===== src/rtl/serial_paralelo_rx.sv =====
// -----------------------------------------------------------------------------
// serial_paralelo_rx
//   Receive-side serial-to-parallel converter for one PHY lane. It samples one
//   bit per bit-clock edge, MSB first. It hunts for the COM idle symbol and
//   declares byte alignment after LOCK_COUNT consecutive COMs on one byte grid.
//   Once locked, it presents every received byte together with a valid flag.
//
// Ports
//   clk_32f     in   1  bit clock; all state changes on the rising edge
//   reset       in   1  asynchronous, active-low reset
//   data_in     in   1  serial bit stream, MSB of each byte first
//   data_out    out  8  last received data byte (held between updates)
//   valid_out   out  1  data_out holds a data byte rather than COM
//   byte_strobe out  1  one-cycle pulse on every byte boundary while locked
//   active      out  1  lane locked and aligned
// -----------------------------------------------------------------------------
module serial_paralelo_rx #(
  parameter logic [7:0]  COM_SYMBOL = 8'hBC,
  parameter int unsigned LOCK_COUNT = 4
) (
  input  logic       clk_32f,
  input  logic       reset,
  input  logic       data_in,
  output logic [7:0] data_out,
  output logic       valid_out,
  output logic       byte_strobe,
  output logic       active
);

  typedef enum logic [1:0] {
    ST_UNLOCKED = 2'd0,
    ST_ALIGNING = 2'd1,
    ST_LOCKED   = 2'd2
  } state_e;

  localparam logic [3:0] LOCK_CNT_C = 4'(LOCK_COUNT);

  // The shift register only has to remember the previous seven bits. The
  // incoming bit completes the byte (nsr) that is evaluated on this edge.
  logic [6:0] sr_q, sr_d;
  logic [2:0] bit_cnt_q, bit_cnt_d;
  logic [3:0] com_cnt_q, com_cnt_d;
  state_e     state_q, state_d;
  logic [7:0] data_out_q, data_out_d;
  logic       valid_q, valid_d;
  logic       strobe_q, strobe_d;
  logic       active_q, active_d;

  logic [7:0] nsr_s;
  logic       boundary_s;
  logic       is_com_s;

  assign nsr_s      = {sr_q, data_in};
  assign boundary_s = (bit_cnt_q == 3'd7);
  assign is_com_s   = (nsr_s == COM_SYMBOL);

  // Next-state logic: symbol search, alignment counting and byte output.
  always_comb begin
    sr_d       = nsr_s[6:0];
    bit_cnt_d  = bit_cnt_q;
    com_cnt_d  = com_cnt_q;
    state_d    = state_q;
    data_out_d = data_out_q;
    valid_d    = valid_q;
    strobe_d   = 1'b0;
    active_d   = active_q;

    case (state_q)
      ST_UNLOCKED: begin
        // Any bit position may start a candidate grid.
        if (is_com_s) begin
          bit_cnt_d = 3'd0;
          com_cnt_d = 4'd1;
          state_d   = ST_ALIGNING;
        end else begin
          state_d   = ST_UNLOCKED;
        end
      end

      ST_ALIGNING: begin
        bit_cnt_d = bit_cnt_q + 3'd1;
        if (boundary_s) begin
          if (is_com_s) begin
            com_cnt_d = com_cnt_q + 4'd1;
            if ((com_cnt_q + 4'd1) == LOCK_CNT_C) begin
              state_d  = ST_LOCKED;
              active_d = 1'b1;
            end else begin
              state_d  = ST_ALIGNING;
            end
          end else begin
            // Grid rejected; the search restarts with the next incoming bit.
            com_cnt_d = 4'd0;
            state_d   = ST_UNLOCKED;
          end
        end else begin
          state_d = ST_ALIGNING;
        end
      end

      ST_LOCKED: begin
        bit_cnt_d = bit_cnt_q + 3'd1;
        if (boundary_s) begin
          strobe_d = 1'b1;
          if (is_com_s) begin
            valid_d = 1'b0;
          end else begin
            data_out_d = nsr_s;
            valid_d    = 1'b1;
          end
        end else begin
          strobe_d = 1'b0;
        end
      end

      default: begin
        state_d   = ST_UNLOCKED;
        bit_cnt_d = 3'd0;
        com_cnt_d = 4'd0;
      end
    endcase
  end

  // State and output registers with asynchronous active-low clear.
  always_ff @(posedge clk_32f or negedge reset) begin
    if (!reset) begin
      sr_q       <= 7'd0;
      bit_cnt_q  <= 3'd0;
      com_cnt_q  <= 4'd0;
      state_q    <= ST_UNLOCKED;
      data_out_q <= 8'h00;
      valid_q    <= 1'b0;
      strobe_q   <= 1'b0;
      active_q   <= 1'b0;
    end else begin
      sr_q       <= sr_d;
      bit_cnt_q  <= bit_cnt_d;
      com_cnt_q  <= com_cnt_d;
      state_q    <= state_d;
      data_out_q <= data_out_d;
      valid_q    <= valid_d;
      strobe_q   <= strobe_d;
      active_q   <= active_d;
    end
  end

  assign data_out    = data_out_q;
  assign valid_out   = valid_q;
  assign byte_strobe = strobe_q;
  assign active      = active_q;

endmodule


===== config.mk =====
export PLATFORM = sky130hd
export DESIGN_NAME = serial_paralelo_rx
export DESIGN_NICKNAME = d
export VERILOG_FILES = /design/src/rtl/serial_paralelo_rx.sv
export SDC_FILE = /design/constraint.sdc
export NUM_CORES = 1
export LEC_CHECK = 0
export ABC_CLOCK_PERIOD_IN_PS = 1800
export CORE_MARGIN = 2
export CORE_UTILIZATION = 28
export CTS_BUF_LIST = sky130_fd_sc_hd__clkbuf_8
export DETAILED_ROUTE_END_ITERATION = 10
export GPL_TIMING_DRIVEN = 0
export PLACE_DENSITY = 0.42
export SETUP_SLACK_MARGIN = 0.3
export SLEW_MARGIN = 30
export SYNTH_ARGS = -nofsm -noshare
export SYNTH_HDL_FRONTEND = slang
export SYNTH_SLANG_ARGS = --single-unit

===== constraint.sdc =====
create_clock -name clk_32f -period 1.8 [get_ports clk_32f]
set_input_delay 0.36 -clock clk_32f [delete_from_list [all_inputs] [get_ports clk_32f]]
set_output_delay 0.36 -clock clk_32f [all_outputs]
set_load 0.005 [all_outputs]

* Yosys cells after proc, flatten, opt, wreduce, memory -nomap -nowiden
Index checks and enable logic that the tools add are counted.
Storage, ports and cells: bits in registers 27, input bits 3, output and inout bits 11, word-level logic and storage cells 39
Cells by class: add/sub/neg operators 2, eq/ne operators 7, mux-type cells 14, bitwise logic cells 2, reductions and logical operators 6
Operator list (number):
- $mux W4 | 3
- $pmux W4 S3 | 1
- $eq A8 B8 Y1 const B | 1
- $mux W2 | 3
- $pmux W2 S3 | 1
- $pmux W3 S2 | 1
- $reduce_and A3 Y1 | 2
- $add A4 B1 Y4 const B | 1
- $eq A4 B3 Y1 const B | 1
- $mux W1 | 4
- $ne A2 B2 Y1 const B | 2
- $reduce_and A4 Y1 | 1
- $add A3 B1 Y3 const B | 1
- $eq A3 B3 Y1 const B | 1
- $mux W3 | 1
- $eq A2 B1 Y1 const B | 1
- $eq A2 B2 Y1 const B | 1
- $logic_not A2 Y1 | 1
- $not A1 Y1 | 2
- $reduce_and A2 Y1 | 1
- $reduce_or A2 Y1 | 1

* Logic depth before layout (Yosys ltp)
depth in word-level cells 6, mapped depth 6, depth with buffers taken out 6

* Worst setup path before layout
Ideal clock, no wire load.
path kind flip-flop to flip-flop, start point register state_q[0], end point register data_out_q[0], in the netlist data_out[0], setup time 0.125 ns, arrival time 1.464 ns, data required time 1.675 ns, setup slack 0.212 ns, cell stages (with the launch flop) 6, path buffers 0, clock period less this slack 1.588 ns, path through dfrtp_1 -> inv_1 -> ha_1 -> nand2_1 -> nor2_2 -> mux2_2
Between the ends: word-level cells in the longest chain between the ends 2
RTL lines:
- start, declared | line 43 | state_e state_q, state_d;
- start signal, assigned | line 139 | state_q <= state_d;
- $eq A2 B2 Y1 | line 68 | case (state_q)
- $reduce_and A3 Y1 (no source line)
- end signal, assigned | line 140 | data_out_q <= data_out_d;
- end, declared | line 44 | logic [7:0] data_out_q, data_out_d;
Every way passes these cells. A chain may end at the register's enable or synchronous reset.

* Worst setup path in the final report
start point register sr_q[2], end point register data_out_q[6], in the netlist data_out[6]
Between the ends: word-level cells in the longest chain between the ends 3
RTL lines:
- start, declared | line 40 | logic [6:0] sr_q, sr_d;
- start signal, assigned | line 136 | sr_q <= sr_d;
- $eq A8 B8 Y1 | line 55 | assign is_com_s = (nsr_s == COM_SYMBOL);
- $not A1 Y1 (no source line)
- $reduce_and A3 Y1 (no source line)
Every way passes these cells.

==> results.md <==
* CP endpoint kind: flip-flop
* Worst slew margin at between 50% and 60%
* Power Dens Cells at 665.7 mW/mm^2
* Endpoints failing hold at 0
* HP Class: input port to async pin
* Largest cells by area after synthesis: dfrtp_1, mux2_2, ha_1
* Global-route wire length before repair at 3829 um
* DR vias at 761
* Most frequent cell after synthesis: dfrtp_1
* Die Y at just under 70 um
* DRT Wirelength at 2167 um
* Syn. warnings at 0
* Final worst slack at 0.2779 ns
* Post-Syn Instances at 85
* Fin crit period at about 1.5 ns
* Worst-path fanout max at 8
* Top FF cell, synth: dfrtp_1
* Period Utilization, post-route at 84.56%
* Vias in the first global route at slightly below 800
* Number of synthesized register bits at 27
* Width of the die at 67.81 um
* Worst-Margin Slew at 0.6044 ns
* Maximum vdd drop at 0.2738 mV
* Clock skew at 0.008171 ns
* Largest net degree at the start of global routing at 28
* Die area at 0.004598 mm^2
* Dpl cell area at 0.001333 mm^2
* Area grow syn2layout at 45.23%
* Max Freq at about 660 MHz
* TritonCTS clock tree: built
* Setup slack, reg-to-reg at 0.28 ns
* Synthesized Nets at 94
* Result of the run: complete, no violations
* Final std cells w/o fill at roughly 170
* Design Area, Final at 0.001655 mm^2
* Mapped Area at 0.001140 mm^2
* Routed len/inst at 12.67 um
* Initial antenna violation count at 0
* Core Footprint at 0.003971 mm^2
* Boundary pin count at 14
* Final Wtd Congestion at 0.7529
* Final setup vio count at 0
* Clk Latency, worst-skew pair at around 0.27 ns
* Setup TNS at 0 ns
* I/O Buffers at 13
* Nets at 131
* Max Slew Vio Count at 0
* Global Route Usage Sum at ~11%
* Num rows at 23
* Post-synth cell types at 25
* Via/cell ratio at roughly 4.5
* Placed Cells at 148
* Critical Path AT at 1.67 ns
* CTS Buffer Depth at 2
* Yosys top cell area share at 59.28%
* Total iterations of the first detailed-routing run at 2
* Fillers at 390
* Unrepaired setup endpoints after global routing: true
* Max_cap viols at 0
* Layout cells sized above 1 at 40.50%
* DR iter-0 viols at 25
* Leak Pwr at 0.9243 nW
* Avg Cell Area, Syn at 13.41 um^2
* Most common library cells after synthesis: dfrtp_1, nand2_1, mux2_2
* Top cell type by total area after synthesis: dfrtp_1
* TritonCTS Buffers at 3
* DR DRC count at 0
* Crit start category: flip-flop
* Root Driver: clkbuf_8
* CTS hold repair buffers at 0
* WP data required at 1.95 ns
* Clock Sinks at 27
* Starting Density at 28.70%
* Fin Hold WS at 0.09292 ns
* Register area share after synthesis at 59.28%
* Number of diodes at 0
* Global route total overflow at 0
* H-tree depth at 1
* Detailed placement HPWL at 1336 um
* Critical Setup Path Class: flip-flop to flip-flop
* Pre-CTS setup slack at -0.1188 ns
* Post-synth ARST share at 100.0%
* Post-route ant nets at 0
* Number of synthesized flops with an enable pin at 0
* Clock transition at path regs at 0.09 ns
-- layer usage --
metal / GRT usage (%) / wire length, um / up-vias
met5: 0 / 0 / -
met2: 17.16 / 1024 / 9
met4: 5.250 / 25 / 0
met3: 2.500 / 68 / 2
li1: - / - / 373
met1: 15.38 / 1048 / 377
-- critical path, cell delays in order, from the launching register on --
cell and delay, ns:
dfrtp_1 0.40, nand2_2 0.11, nor4_4 0.25, buf_4 0.17
nor2_4 0.04, buf_12 0.13, mux2_4 0.29
-- cell usage in the layout, fill, tap and decap left out, types with 2 or more instances in the layout --
cell type,synthesis,layout
dlymetal6s2s_1,0,9
o21ai_0,3,3
ha_1,6,2
nor2_4,0,2
dlygate4sd2_1,0,2
clkbuf_8,0,3
o2bb2ai_1,4,3
buf_4,0,18
inv_1,6,6
ha_2,0,2
mux2_4,0,7
nand2_2,0,3
a21oi_1,2,2
nand2_1,8,4
ha_4,0,2
dfrtp_1,27,26
nand3_1,3,3
mux2i_1,2,2
-- through the flow --
step	power, W	utilization, %
after floorplan	0.0007089	-
after global placement	0.0007469	33.68
after global routing	0.001167	41.68
final	0.001102	41.68
after detailed placement	0.0007476	33.55
after CTS	0.001103	38.25
-- flip-flops by register name, indices dropped and copies added (netlist names) --
signal / flops
data_out: 8
bit_cnt_q: 3
sr_q: 7
com_cnt_q: 4
valid_out: 1
active: 1
state_q: 2
byte_strobe: 1
-- layout make-up --
type | count | area, um^2 | area share, %
Clock inverter | 1 | 3.754 | 0.2268
Timing Repair Buffer | 32 | 300.3 | 18.14
Sequential cell | 27 | 676.9 | 40.89
Inverter | 6 | 22.52 | 1.361
Tap cell | 50 | 62.56 | 3.779
Multi-Input combinational cell | 52 | 548.0 | 33.11
Clock buffer | 3 | 41.29 | 2.494
-- power by group --
part / total (W) / switching (W) / internal (W)
registers: 0.000646 / 0.0000183 / 0.000628
clock network: 0.000328 / 0.000176 / 0.000152
logic: 0.000128 / 0.0000640 / 0.0000636
-- path summary, 6_finish.rpt --
kind,from,end,depth (start not counted)
min,reset,com_cnt_q[0],1
min reg2reg,sr_q[1],sr_q[2],0
min in group clk_32f,sr_q[1],sr_q[2],0
max reg2reg,sr_q[2],data_out[6],6
max,sr_q[2],data_out[6],6
max in group asynchronous,reset,sr_q[0],1
-- what timing repair did --
action | CTS | global route
endpoints found under the hold margin | 0 | 0
pin swaps | 5 | 7
resized for setup | 22 | 16
setup endpoints to repair | 16 | 24
buffers inserted | 9 | 10
cloned | 0 | 0
-- cells by family (layout without fill, tap and decap cells) --
family	count (synthesis)	count (layout)	synth area share, %
buffers and inverters	6	42	1.976
AOI/OAI and AO/OA	15	15	11.09
and+or+nand+nor	22	22	12.40
adders and majority gates	6	6	6.586
DFF	27	27	59.28
muxes	9	9	8.672
Note: power is estimated with default switching activity, not from simulation.
==> patch (same flow settings) <==
The 3 states of `state_e` get a one-hot encoding in 3 bits.
--- a/src/rtl/serial_paralelo_rx.sv
+++ b/src/rtl/serial_paralelo_rx.sv
@@ -29,6 +29,6 @@
 
-  typedef enum logic [1:0] {
-    ST_UNLOCKED = 2'd0,
-    ST_ALIGNING = 2'd1,
-    ST_LOCKED   = 2'd2
+  typedef enum logic [2:0] {
+    ST_UNLOCKED = 3'b001,
+    ST_ALIGNING = 3'b010,
+    ST_LOCKED   = 3'b100
   } state_e;
Formal check against the unedited RTL: no difference found for any inputs over 10 cycles, from zero or initial values and one cycle with reset low; not proved beyond that.
==> patch against the original RTL <==
- wire length up 14%
- sequential cell count up 1
- hold slack worse by 0.0085 ns
- synthesized area up 10%
- final area up 2.0%
- critical path depth down 2
- die area up 9.7%
- setup slack worse by 0.11 ns
Power is not compared: it rests on default switching activity, and its combinational part moved more than twofold at a synthesized area within 25%.
==> patch: results (changes against the original RTL) <==
Synth
The sequential-to-total area share from yosys stat came to 55.8% (-3.5 points). The post-synth net total is 107 (+14%). In the synthesized netlist, the cells that appear most often are 27 x dfrtp_1, 8 x mux2_2, 5 x nand2_1, 5 x nor2_1.

In the synthesized netlist the dominant register cell turns out to be dfrtp_1. Yosys attributes the largest share of cell area to dfrtp_1 54%, mux2_2 7.2%, ha_1 3.0%. The share of synthesized flip-flops with an asynchronous set or reset was 100% (unchanged). The count of unique library cells instantiated by Yosys is 44 (+76%).

Final layout
The number of fillers in the final layout is 423 (+8.5%). The number of antenna diodes came to 0 (unchanged). The flip-flop count of the largest register, all copies and words added is 8 (unchanged). The net count of the finished layout is 134 (+2.3%). The ratio of cells with drive above 1 in the final layout is 37.0% (-3.5 points).

Worst setup path
The largest fanout of any net on the critical path is 3 (-5). The data arrival time of the worst path is 1.79 ns (+0.12 ns). The start point of the critical path is sr_q[5].

Pwr
IR analysis of the VDD net gives a maximum drop of 345 uV. The leakage component of the power is 0.891 nW.

GRT
The largest net degree at the start of global routing is 29 (+3.6%). The met3 usage is 2.28% (-0.22 points). The routing usage on met2 is 17.3% (+0.18 points). The met1 track utilization from global routing is 14.5% (-0.89 points). The overall routing resource usage is 10.6% (-0.72 points).

The number of global-route vias before repair is 856 (+11%). The wire length of the first global-routing pass is 4250 um (+11%). The initial antenna violation count is 0 (unchanged).

Timing
The final hold violation count is 0 (unchanged). The maximum clock skew at final layout is 0.00783 ns (-0.000342 ns). The transition time at the pin with the least slew margin is 0.616 ns (+0.0118 ns).

Placed design
The half-perimeter wire length after placement was 1750 um (+31%). The worst slack at placement is -0.476 ns (-0.357 ns). The placer's final routability congestion estimate came to 0.783 (+3.9%).

CTS
The count of H-tree levels built during CTS is 1 (unchanged). The clock latency on the worst-skew pair is 0.27 ns (about the same). The number of buffers between clock root and the deepest sink came to 2 (unchanged). The clock-pin transition on the worst setup and hold timing paths is 0.10 ns.

Worst hold path
The type of the most critical hold path is input port to async pin.

Detailed routing
The detailed-routing iteration count for the pre-antenna-repair pass was 4 (+2). The mean routed wirelength per cell came to 13.8 um (+9.3%). The number of DRC violations after detailed-routing iteration 0 is 27 (+8.0%). The routed via count divided by cell count was 4.78 (+7.3%).

Status
The run finished with clean final reports.
## patch: report_power, final
group | switching, mW | internal [mW] | leakage, nW
combinational | 0.0229 | 0.0135 | 0.491
clock | 0.192 | 0.298 | 0.0357
sequential | 0.0138 | 0.640 | 0.365
total | 0.228 | 0.951 | 0.891
## patch: layer usage
| metal | vias up | wire length, um |
|---|---|---|
| met5 | - | 0 |
| met4 | 0 | 12 |
| met3 | 2 | 75 |
| met2 | 10 | 1220 |
| met1 | 422 | 1170 |
| li1 | 421 | - |
## patch: kinds of logic (layout without fill, tap and decap cells)
family	after synthesis	in the layout	share of synthesized area (%)
multiplexers	9	9	7.96
buffers and inverters	6	32	2.29
AND/OR/NAND/NOR	34	34	19.1
AO/OA/AOI/OAI	21	21	11.8
flip-flops	28	28	55.8
adder cells (fa/ha/maj)	3	3	2.99
## patch: layout make-up
cell class                      instances  area, um2  share of cell area (%)
Buffer                                  3       20.0                    1.19
Sequential cell                        28        703                    41.7
Tap cell                               52       65.1                    3.85
Inverter                                3       11.3                   0.667
Clock inverter                          1       30.0                    1.78
Multi-Input combinational cell         67        617                    36.5
Timing Repair Buffer                   22        200                    11.9
Clock buffer                            3       41.3                    2.45
## patch: worst paths after layout
kind | cells after the start | to | slack (ns)
max | 4 | com_cnt_q[2] | 0.17
min | 1 | bit_cnt_q[0] | 0.08
max reg2reg | 4 | com_cnt_q[2] | 0.17
min reg2reg | 0 | sr_q[3] | 0.43
max in group asynchronous | 1 | sr_q[5] | 1.28
min in group clk_32f | 0 | sr_q[3] | 0.43
## patch: per-stage QoR
| step | instance area, um2 | utilization, % | std cells |
|---|---|---|---|
| finish | 1690 | 38.8 | 179 |
| global route | 1690 | 38.8 | 179 |
| CTS | 1620 | 37.1 | 177 |
| detailed placement | 1470 | 33.8 | 166 |
| global placement | 1480 | 33.9 | 166 |
| floorplan | 1280 | - | 101 |
## patch: critical path, stage by stage, from the launching register on
cell and delay, ns:
dfrtp_2 0.45, nor4b_4 0.35, nand2_2 0.10, a211o_1 0.32, a221o_1 0.30
## patch: timing repair
| action | 4_1_cts | 5_1_grt |
|---|---|---|
| setup endpoints to repair | 25 | 24 |
| pin swaps | 7 | 9 |
| resized for setup | 11 | 13 |
| setup buffers | 7 | 2 |
